<file path="config.mk">
export PLATFORM = sky130hd
export DESIGN_NAME = mips_cpu_bus_bridge
export DESIGN_NICKNAME = d
export VERILOG_FILES = /design/src/rtl/mips_cpu_bus_bridge.sv
export SDC_FILE = /design/constraint.sdc
export NUM_CORES = 1
export LEC_CHECK = 0
export CELL_PAD_IN_SITES_DETAIL_PLACEMENT = 1
export CELL_PAD_IN_SITES_GLOBAL_PLACEMENT = 1
export CORE_MARGIN = 1
export CORE_UTILIZATION = 30
export DETAILED_ROUTE_END_ITERATION = 7
export GPL_TIMING_DRIVEN = 0
export PLACE_DENSITY_LB_ADDON = 0.12
export SYNTH_ARGS = -nofsm -noshare
export SYNTH_HDL_FRONTEND = slang
export SYNTH_SLANG_ARGS = --single-unit
</file>
<file path="constraint.sdc">
create_clock -name clk -period 1.95 [get_ports clk]
set_input_delay 0.2925 -clock clk [delete_from_list [all_inputs] [get_ports clk]]
set_output_delay 0.2925 -clock clk [all_outputs]
set_load 0.05 [all_outputs]
</file>
<file path="src/rtl/mips_cpu_bus_bridge.sv">
// Memory front-end for the MIPS core.
// It merges the instruction-fetch and data load/store request ports into one
// Avalon-MM style master, and it stalls the core until each access completes.
// Define MIPS_BUS_TIMEOUT_EN to enable the waitrequest watchdog and the sticky
// bus_error flag. When the macro is undefined, an access waits indefinitely for
// the slave.
module mips_cpu_bus_bridge #(
    parameter int unsigned ADDR_W         = 32,
    parameter int unsigned DATA_W         = 32,
    parameter int unsigned ARB_MODE       = 0,
    parameter int unsigned TIMEOUT_CYCLES = 256
) (
    input  logic                  clk,
    input  logic                  reset,
    input  logic                  instr_req,
    input  logic [ADDR_W-1:0]     instr_address,
    output logic [DATA_W-1:0]     instr_readdata,
    output logic                  instr_valid,
    input  logic                  data_read,
    input  logic                  data_write,
    input  logic [ADDR_W-1:0]     data_address,
    input  logic [DATA_W/8-1:0]   data_byteenable,
    input  logic [DATA_W-1:0]     data_writedata,
    output logic [DATA_W-1:0]     data_readdata,
    output logic                  data_valid,
    output logic                  stall,
    output logic                  bus_error,
    output logic [ADDR_W-1:0]     avm_address,
    output logic                  avm_read,
    output logic                  avm_write,
    output logic [DATA_W-1:0]     avm_writedata,
    output logic [DATA_W/8-1:0]   avm_byteenable,
    input  logic                  avm_waitrequest,
    input  logic [DATA_W-1:0]     avm_readdata
);

    localparam logic [31:0] DEAD_WORD = 32'hDEADBEEF;

    if ((DATA_W % 8) != 0 || TIMEOUT_CYCLES == 0) begin : g_param_check
        $error("mips_cpu_bus_bridge: DATA_W must be a multiple of 8, TIMEOUT_CYCLES nonzero");
    end

    typedef enum logic [1:0] {IDLE, INSTR_ACC, DATA_ACC} state_t;

    state_t state, state_next;
    logic   grant_instr, grant_data, done, timeout_hit;
    logic   data_pending;
    logic   rr_last;  // 0: instruction port served last, 1: data port served last

    assign data_pending = data_read | data_write;

`ifdef MIPS_BUS_TIMEOUT_EN
    localparam int unsigned WD_W = $clog2(TIMEOUT_CYCLES + 1);
    logic [WD_W-1:0] watchdog;

    // The abort fires on the edge that would record the TIMEOUT_CYCLES-th stalled cycle.
    assign timeout_hit = (state != IDLE) && avm_waitrequest &&
                         (watchdog == WD_W'(TIMEOUT_CYCLES - 1));

    // Watchdog counts stalled cycles in an access and restarts on every grant.
    always_ff @(posedge clk or negedge reset) begin
        if (!reset) begin
            watchdog <= '0;
        end else if (grant_instr || grant_data) begin
            watchdog <= '0;
        end else if (state != IDLE && avm_waitrequest) begin
            watchdog <= watchdog + 1'b1;
        end
    end

    // The error flag is sticky until reset.
    always_ff @(posedge clk or negedge reset) begin
        if (!reset) begin
            bus_error <= 1'b0;
        end else if (timeout_hit) begin
            bus_error <= 1'b1;
        end
    end
`else
    assign timeout_hit = 1'b0;
    assign bus_error   = 1'b0;
`endif

    // State register.
    always_ff @(posedge clk or negedge reset) begin
        if (!reset) begin
            state <= IDLE;
        end else begin
            state <= state_next;
        end
    end

    // Arbitration and access completion.
    always_comb begin
        state_next  = state;
        grant_instr = 1'b0;
        grant_data  = 1'b0;
        done        = 1'b0;
        unique case (state)
            IDLE: begin
                // Data wins unless round-robin says instruction's turn under contention.
                if (data_pending && (!instr_req || ARB_MODE == 0 || !rr_last)) begin
                    grant_data = 1'b1;
                    state_next = DATA_ACC;
                end else if (instr_req) begin
                    grant_instr = 1'b1;
                    state_next  = INSTR_ACC;
                end
            end
            INSTR_ACC, DATA_ACC: begin
                if (!avm_waitrequest || timeout_hit) begin
                    done       = 1'b1;
                    state_next = IDLE;
                end
            end
            default: state_next = IDLE;
        endcase
    end

    // Bus master registers, read capture and completion pulses.
    always_ff @(posedge clk or negedge reset) begin
        if (!reset) begin
            avm_address    <= '0;
            avm_read       <= 1'b0;
            avm_write      <= 1'b0;
            avm_writedata  <= '0;
            avm_byteenable <= '0;
            instr_readdata <= '0;
            data_readdata  <= '0;
            instr_valid    <= 1'b0;
            data_valid     <= 1'b0;
            rr_last        <= 1'b0;
        end else begin
            instr_valid <= 1'b0;
            data_valid  <= 1'b0;
            if (grant_instr) begin
                avm_address    <= instr_address;
                avm_byteenable <= '1;
                avm_writedata  <= '0;
                avm_read       <= 1'b1;
                avm_write      <= 1'b0;
                rr_last        <= 1'b0;
            end
            if (grant_data) begin
                avm_address    <= data_address;
                avm_byteenable <= data_byteenable;
                avm_writedata  <= data_writedata;
                // A simultaneous read and write is treated as a write.
                avm_read       <= ~data_write;
                avm_write      <= data_write;
                rr_last        <= 1'b1;
            end
            if (done) begin
                avm_read  <= 1'b0;
                avm_write <= 1'b0;
                if (state == INSTR_ACC) begin
                    instr_valid    <= 1'b1;
                    instr_readdata <= timeout_hit ? DATA_W'(DEAD_WORD) : avm_readdata;
                end else begin
                    data_valid <= 1'b1;
                    if (timeout_hit) begin
                        data_readdata <= DATA_W'(DEAD_WORD);
                    end else if (avm_read) begin
                        data_readdata <= avm_readdata;
                    end
                end
            end
        end
    end

    assign stall = (instr_req & ~instr_valid) | (data_pending & ~data_valid);

endmodule
</file>
==> Word-level counts from Yosys, hierarchy flattened <==
Cells that the tools add are included.
{ "op_classes": {"shift": 0, "n_lt_le_gt_ge": 0, "add_sub_neg": 0, "bitwise_logic": 8, "div": 0, "n_eq_ne": 4, "n_reduce_logical": 7, "mul": 0, "muxes": 27} }
{ "op_table": {"columns": ["cell", "count"], "rows": [
  ["32-bit 2-to-1 mux", 4],
  ["1-bit 2-to-1 mux", 17],
  ["4-bit 2-to-1 mux", 2],
  ["2-bit 2-to-1 mux", 3],
  ["1-bit NOT", 4],
  ["2-bit one-hot mux with 2 select lines", 1],
  ["2-bit AND reduction", 2],
  ["3-bit inequality test, second input constant", 1],
  ["3-bit AND reduction", 1],
  ["3-bit nonzero test", 1],
  ["1-bit AND", 2],
  ["2-bit by 1-bit equality test with 1-bit output, second input constant", 1],
  ["2-bit equality test, second input constant", 1],
  ["2-bit zero test", 1],
  ["2-bit inequality test, second input constant", 1],
  ["1-bit OR", 2],
  ["2-bit nonzero test", 1],
  ["2-bit OR reduction", 1]
]} }
{ "totals": {"ram_bits": 0, "mem_bits_ro": 0, "memories": 0, "ff_bits": 138, "latch_bits": 0} }

==> Longest topological paths before layout <==
{ "depth": {"ltp_word": 6, "depth_mapped": 7} }

==> Worst setup path after synthesis <==
Ideal clock, no wire load.
{ "synth_path": {"path_kind": "flip-flop to flip-flop", "from": "register state[0]", "to": "register data_readdata[0]", "setup_slack_ns": 0.249, "synth_period_minus_slack_ns": 1.701, "t_arrival_ns": 1.573, "setup_time_ns": 0.128, "path_stages_with_launch": 8, "required_ns": 1.822, "path_cell_list": "dfrtp_1 -> inv_1 -> ha_1 -> nor3b_2 -> and2_1 -> buf_2 -> buf_4 -> mux2_1"} }
{ "synth_via": {"elab_chain_cells": 4} }
{ "synth_rtl": {"columns": ["item", "line", "source"], "rows": [
  ["start, declared", "45", "state_t state, state_next;"],
  ["start signal, assigned", "89", "state <= state_next;"],
  ["2-bit by 1-bit equality test with 1-bit output or 2-bit equality test (tied branches)", "99, 156", null],
  ["2-bit OR reduction", "99", "unique case (state)"],
  ["1-bit 2-to-1 mux", "99", null],
  ["3-bit AND reduction (no source line) (*)", null, null],
  ["end signal, assigned", "162", "data_readdata <= DATA_W'(DEAD_WORD);"],
  ["end signal, assigned", "164", "data_readdata <= avm_readdata;"],
  ["end, declared", "24", "output logic [DATA_W-1:0] data_readdata,"]
]} }
Every way passes the cells marked *; elsewhere a longest branch is shown, timed or not.
A chain may end at the register's enable or synchronous reset.

==> Final worst setup path <==
{ "layout_path": {"from": "register avm_writedata[0]", "to": "output avm_writedata[0]"} }
{ "layout_rtl": {"columns": ["item", "line", "source"], "rows": [
  ["start, declared", "31", "output logic [DATA_W-1:0] avm_writedata,"],
  ["start signal, assigned", "147", "avm_writedata <= data_writedata;"]
]} }
No word-level cell between the ends.

==> flow_metrics.tcl <==
set metrics [dict create \
    grt_max_degree 83 \
    grt_use_total_pct 18.6 \
    die_y_um 135 \
    dr.pass1.iters 4 \
    min_path_type "in -> reg" \
    max_freq_mhz 524 \
    path_max_fanout 2 \
    syn_inst 394 \
    final_util_pct 52.8 \
    drc 0 \
    yosysSeqAreaShare_pct 65.2 \
    syn_area_um2 5290 \
    min_delay_path_depth 2 \
    die-area_um2 18200 \
    cp_top_family "buffers and inverters" \
    synth_fa_ha_area_share_pct 0.473 \
    synth-compound-area-share_pct 14.0 \
    clock_skew_ns 0.00513 \
    drt_iter0_drc 78 \
    max_stage_delay_ns 0.83 \
    cts_made_buffers 17 \
    insertedDiodeCount 0 \
    synthMuxAreaShare_pct 13.6 \
    drive_gt1_share_pct 8.39 \
    worstMarginPinSlew_ns 0.765 \
    initial_core_util_pct 30.7 \
    antenna_found_initial 0 \
    cts_tree "yes" \
    hpwl_um 12400 \
    cp.arrival_ns 1.62 \
    required_ns 1.66 \
    path_cells "clkdlybuf4s50_1" \
    wl_per_cell_um 17.6 \
    regArea_um2 3450 \
    min_period_over_period_pct 97.9 \
    num_vias 4414 \
    yosys_warnings 0 \
    place_congestion 0.752 \
    r2r_start "state[0]" \
    grt_pass1_vias 4904 \
    min_to "avm_byteenable[0]" \
    slew_headroom_pct 49.0 \
    r2r_slack_ns 0.10 \
    syn_nets 534 \
    cts.clk_slew.worst_paths_ns 0.06 \
    finalWirelength_um 16300 \
    path_class "reg -> out" \
    crit_buf_inv 1 \
    cts_buffer_depth 2 \
    maxCapViolCount 0 \
    synth_top_family_by_area "compound AO/OA/AOI/OAI gates" \
    hold_viol_final 0 \
    avgSynthCellArea_um2 13.4 \
    die_w_um 135 \
    min_period_ns 1.91 \
    io-pin-count 276 \
    status "finished clean" \
    core_um2 17200 \
    cts_num_sinks 138 \
    crit_slowest_cell "clkdlybuf4s50_1" \
    synth_cell_types 27 \
    r2r-end "data_readdata[9]" \
    grt_overflow 0 \
    power_leakage_nw 3.95 \
    ant_nets 0 \
    synth.ff_latch_count 138 \
    hold_slack_ns 0.470 \
    root_buffer "clkbuf_16" \
    grt_pass1_wl_um 25700 \
    area.growth.synth_to_final_pct 71.9 \
    maxSlewViolCount 0 \
    power_density_nw_per_um2 2130 \
    fin_nets 830 \
    htreeDepth 4 \
    peakVddDrop_mv 0.910 \
    setup_viol 0 \
    fp-row-count 48 \
    clkLatencyLatePin_ns 0.42 \
    nFillCells 1766 \
    cp-start-kind "register" \
    via_per_inst 4.76 \
    placement.io_buffers 274 \
    multi_input_area_um2 1700 \
    crit_path_end_kind "output port" \
    hold_start "data_byteenable[0]" \
    synthSimpleGateAreaFrac_pct 3.64 \
    yosys.area_share.xor_xnor_pct 0 \
    r2r_cells 7 \
]
[flip-flops by register name, indices dropped and copies added (netlist names)]
register	flops
avm_address	32
data_valid	1
instr_valid	1
avm_read	1
data_readdata	32
instr_readdata	32
avm_byteenable	4
state	2
avm_write	1
avm_writedata	32
[report_power, final]
group	total [mW]	switching [mW]	leakage, nW	internal, mW
Combinational	10.8	7.09	1.99	3.70
Clock	3.54	1.23	0.313	2.31
Sequential	5.01	0.737	1.66	4.27
Total	19.3	9.06	3.95	10.3
[per-layer routing]
layer,wire length (um),part of all wire (%),up-vias,global-route usage (%)
met5,0,0,-,0
met3,1490,9.2,21,7.06
met2,8180,50,187,31.8
met1,6390,39,2177,21.3
li1,-,-,2029,-
met4,235,1.4,0,6.30
[synth_stat cells]
| cell | number | area share (%) |
|---|---|---|
| or3b_1 | 1 | 0.17 |
| dfrtp_1 | 138 | 65 |
| o22a_1 | 4 | 0.66 |
| nor2b_1 | 1 | 0.12 |
| inv_2 | 1 | 0.071 |
| inv_1 | 4 | 0.28 |
| clkbuf_1 | 11 | 0.78 |
| nor2_1 | 35 | 2.5 |
| nor2_2 | 1 | 0.12 |
| nor3b_2 | 1 | 0.24 |
| conb_1 | 1 | 0.071 |
| o31a_1 | 1 | 0.17 |
| buf_2 | 12 | 1.1 |
| mux2_1 | 64 | 14 |
| ha_1 | 2 | 0.47 |
| o21ai_0 | 2 | 0.19 |
| o21ai_1 | 1 | 0.094 |
| a211oi_1 | 1 | 0.14 |
| a22o_1 | 33 | 5.5 |
| a21oi_1 | 34 | 3.2 |
| or2_1 | 1 | 0.12 |
| and2_1 | 1 | 0.12 |
| o22ai_1 | 33 | 3.9 |
| a22oi_1 | 1 | 0.14 |
| buf_1 | 2 | 0.14 |
| nand2_1 | 4 | 0.28 |
| buf_4 | 4 | 0.57 |
[worst max-delay path by stage]
stage | from | endpoint | slack, ns | cells after the start
CTS | data_valid | data_valid | 0.005 | 1
detailed placement | data_write | stall | -0.84 | 5
global placement | reset | avm_writedata[12] | -4.84 | 1
global route | state[0] | data_readdata[9] | -0.006 | 7
finish | avm_writedata[0] | avm_writedata[0] | 0.04 | 1
floorplan | state[0] | data_readdata[0] | 0.25 | 7
[kinds of logic after synthesis]
group | after synthesis
buf+inv | 34
simple gates | 45
flops | 138
compound gates | 110
fa+ha+maj | 2
other cells | 1
mux | 64
[through the flow]
step | worst slack (ns) | area [um2] | setup TNS, ns | instances | power, mW
3_3_place_gp | -4.84 | 8320 | -674.57 | 893 | 15.7
4_1_cts | 0.00535 | 9030 | 0 | 928 | 19.5
5_1_grt | -0.00571 | 9100 | -0.00755 | 928 | 20.3
2_1_floorplan | 0.249 | 5290 | 0 | 394 | 11.9
3_5_place_dp | -0.840 | 8350 | -10.34 | 894 | 15.9
6_report | 0.0408 | 9100 | 0 | 928 | 19.3
[placed cells by master (no fill, tap or decap), drive strengths merged, types with 2 or more instances in the layout]
cell / netlist / layout
clkdlybuf4s50: 0 / 258
dfrtp: 138 / 138
mux2: 64 / 64
nor2: 36 / 36
a21oi: 34 / 34
o22ai: 33 / 33
a22o: 33 / 33
clkbuf: 11 / 30
buf: 18 / 21
dlymetal6s2s: 0 / 12
inv: 5 / 8
bufinv: 0 / 5
o22a: 4 / 4
nand2: 4 / 4
clkinvlp: 0 / 3
o21ai: 3 / 3
clkinv: 0 / 3
ha: 2 / 2
dlygate4sd2: 0 / 2
[area by class of cell]
type	count	share of cell area (%)
repair buffers	277	30.9
clock inverters	14	2.39
multi-input cells	222	18.7
plain buffers	29	1.94
clock buffers	18	4.83
well taps	225	3.09
flip-flops and latches	138	38.0
inverters	5	0.206
[timing repair]
action	CTS	global route
setup buffers	1	0
endpoints found under the setup margin	32	81
gates cloned	0	0
pin swaps	1	0
resized for setup	13	25
endpoints found under the hold margin	81	0
hold buffers	1	0
Note: power is estimated with default switching activity, not from simulation.
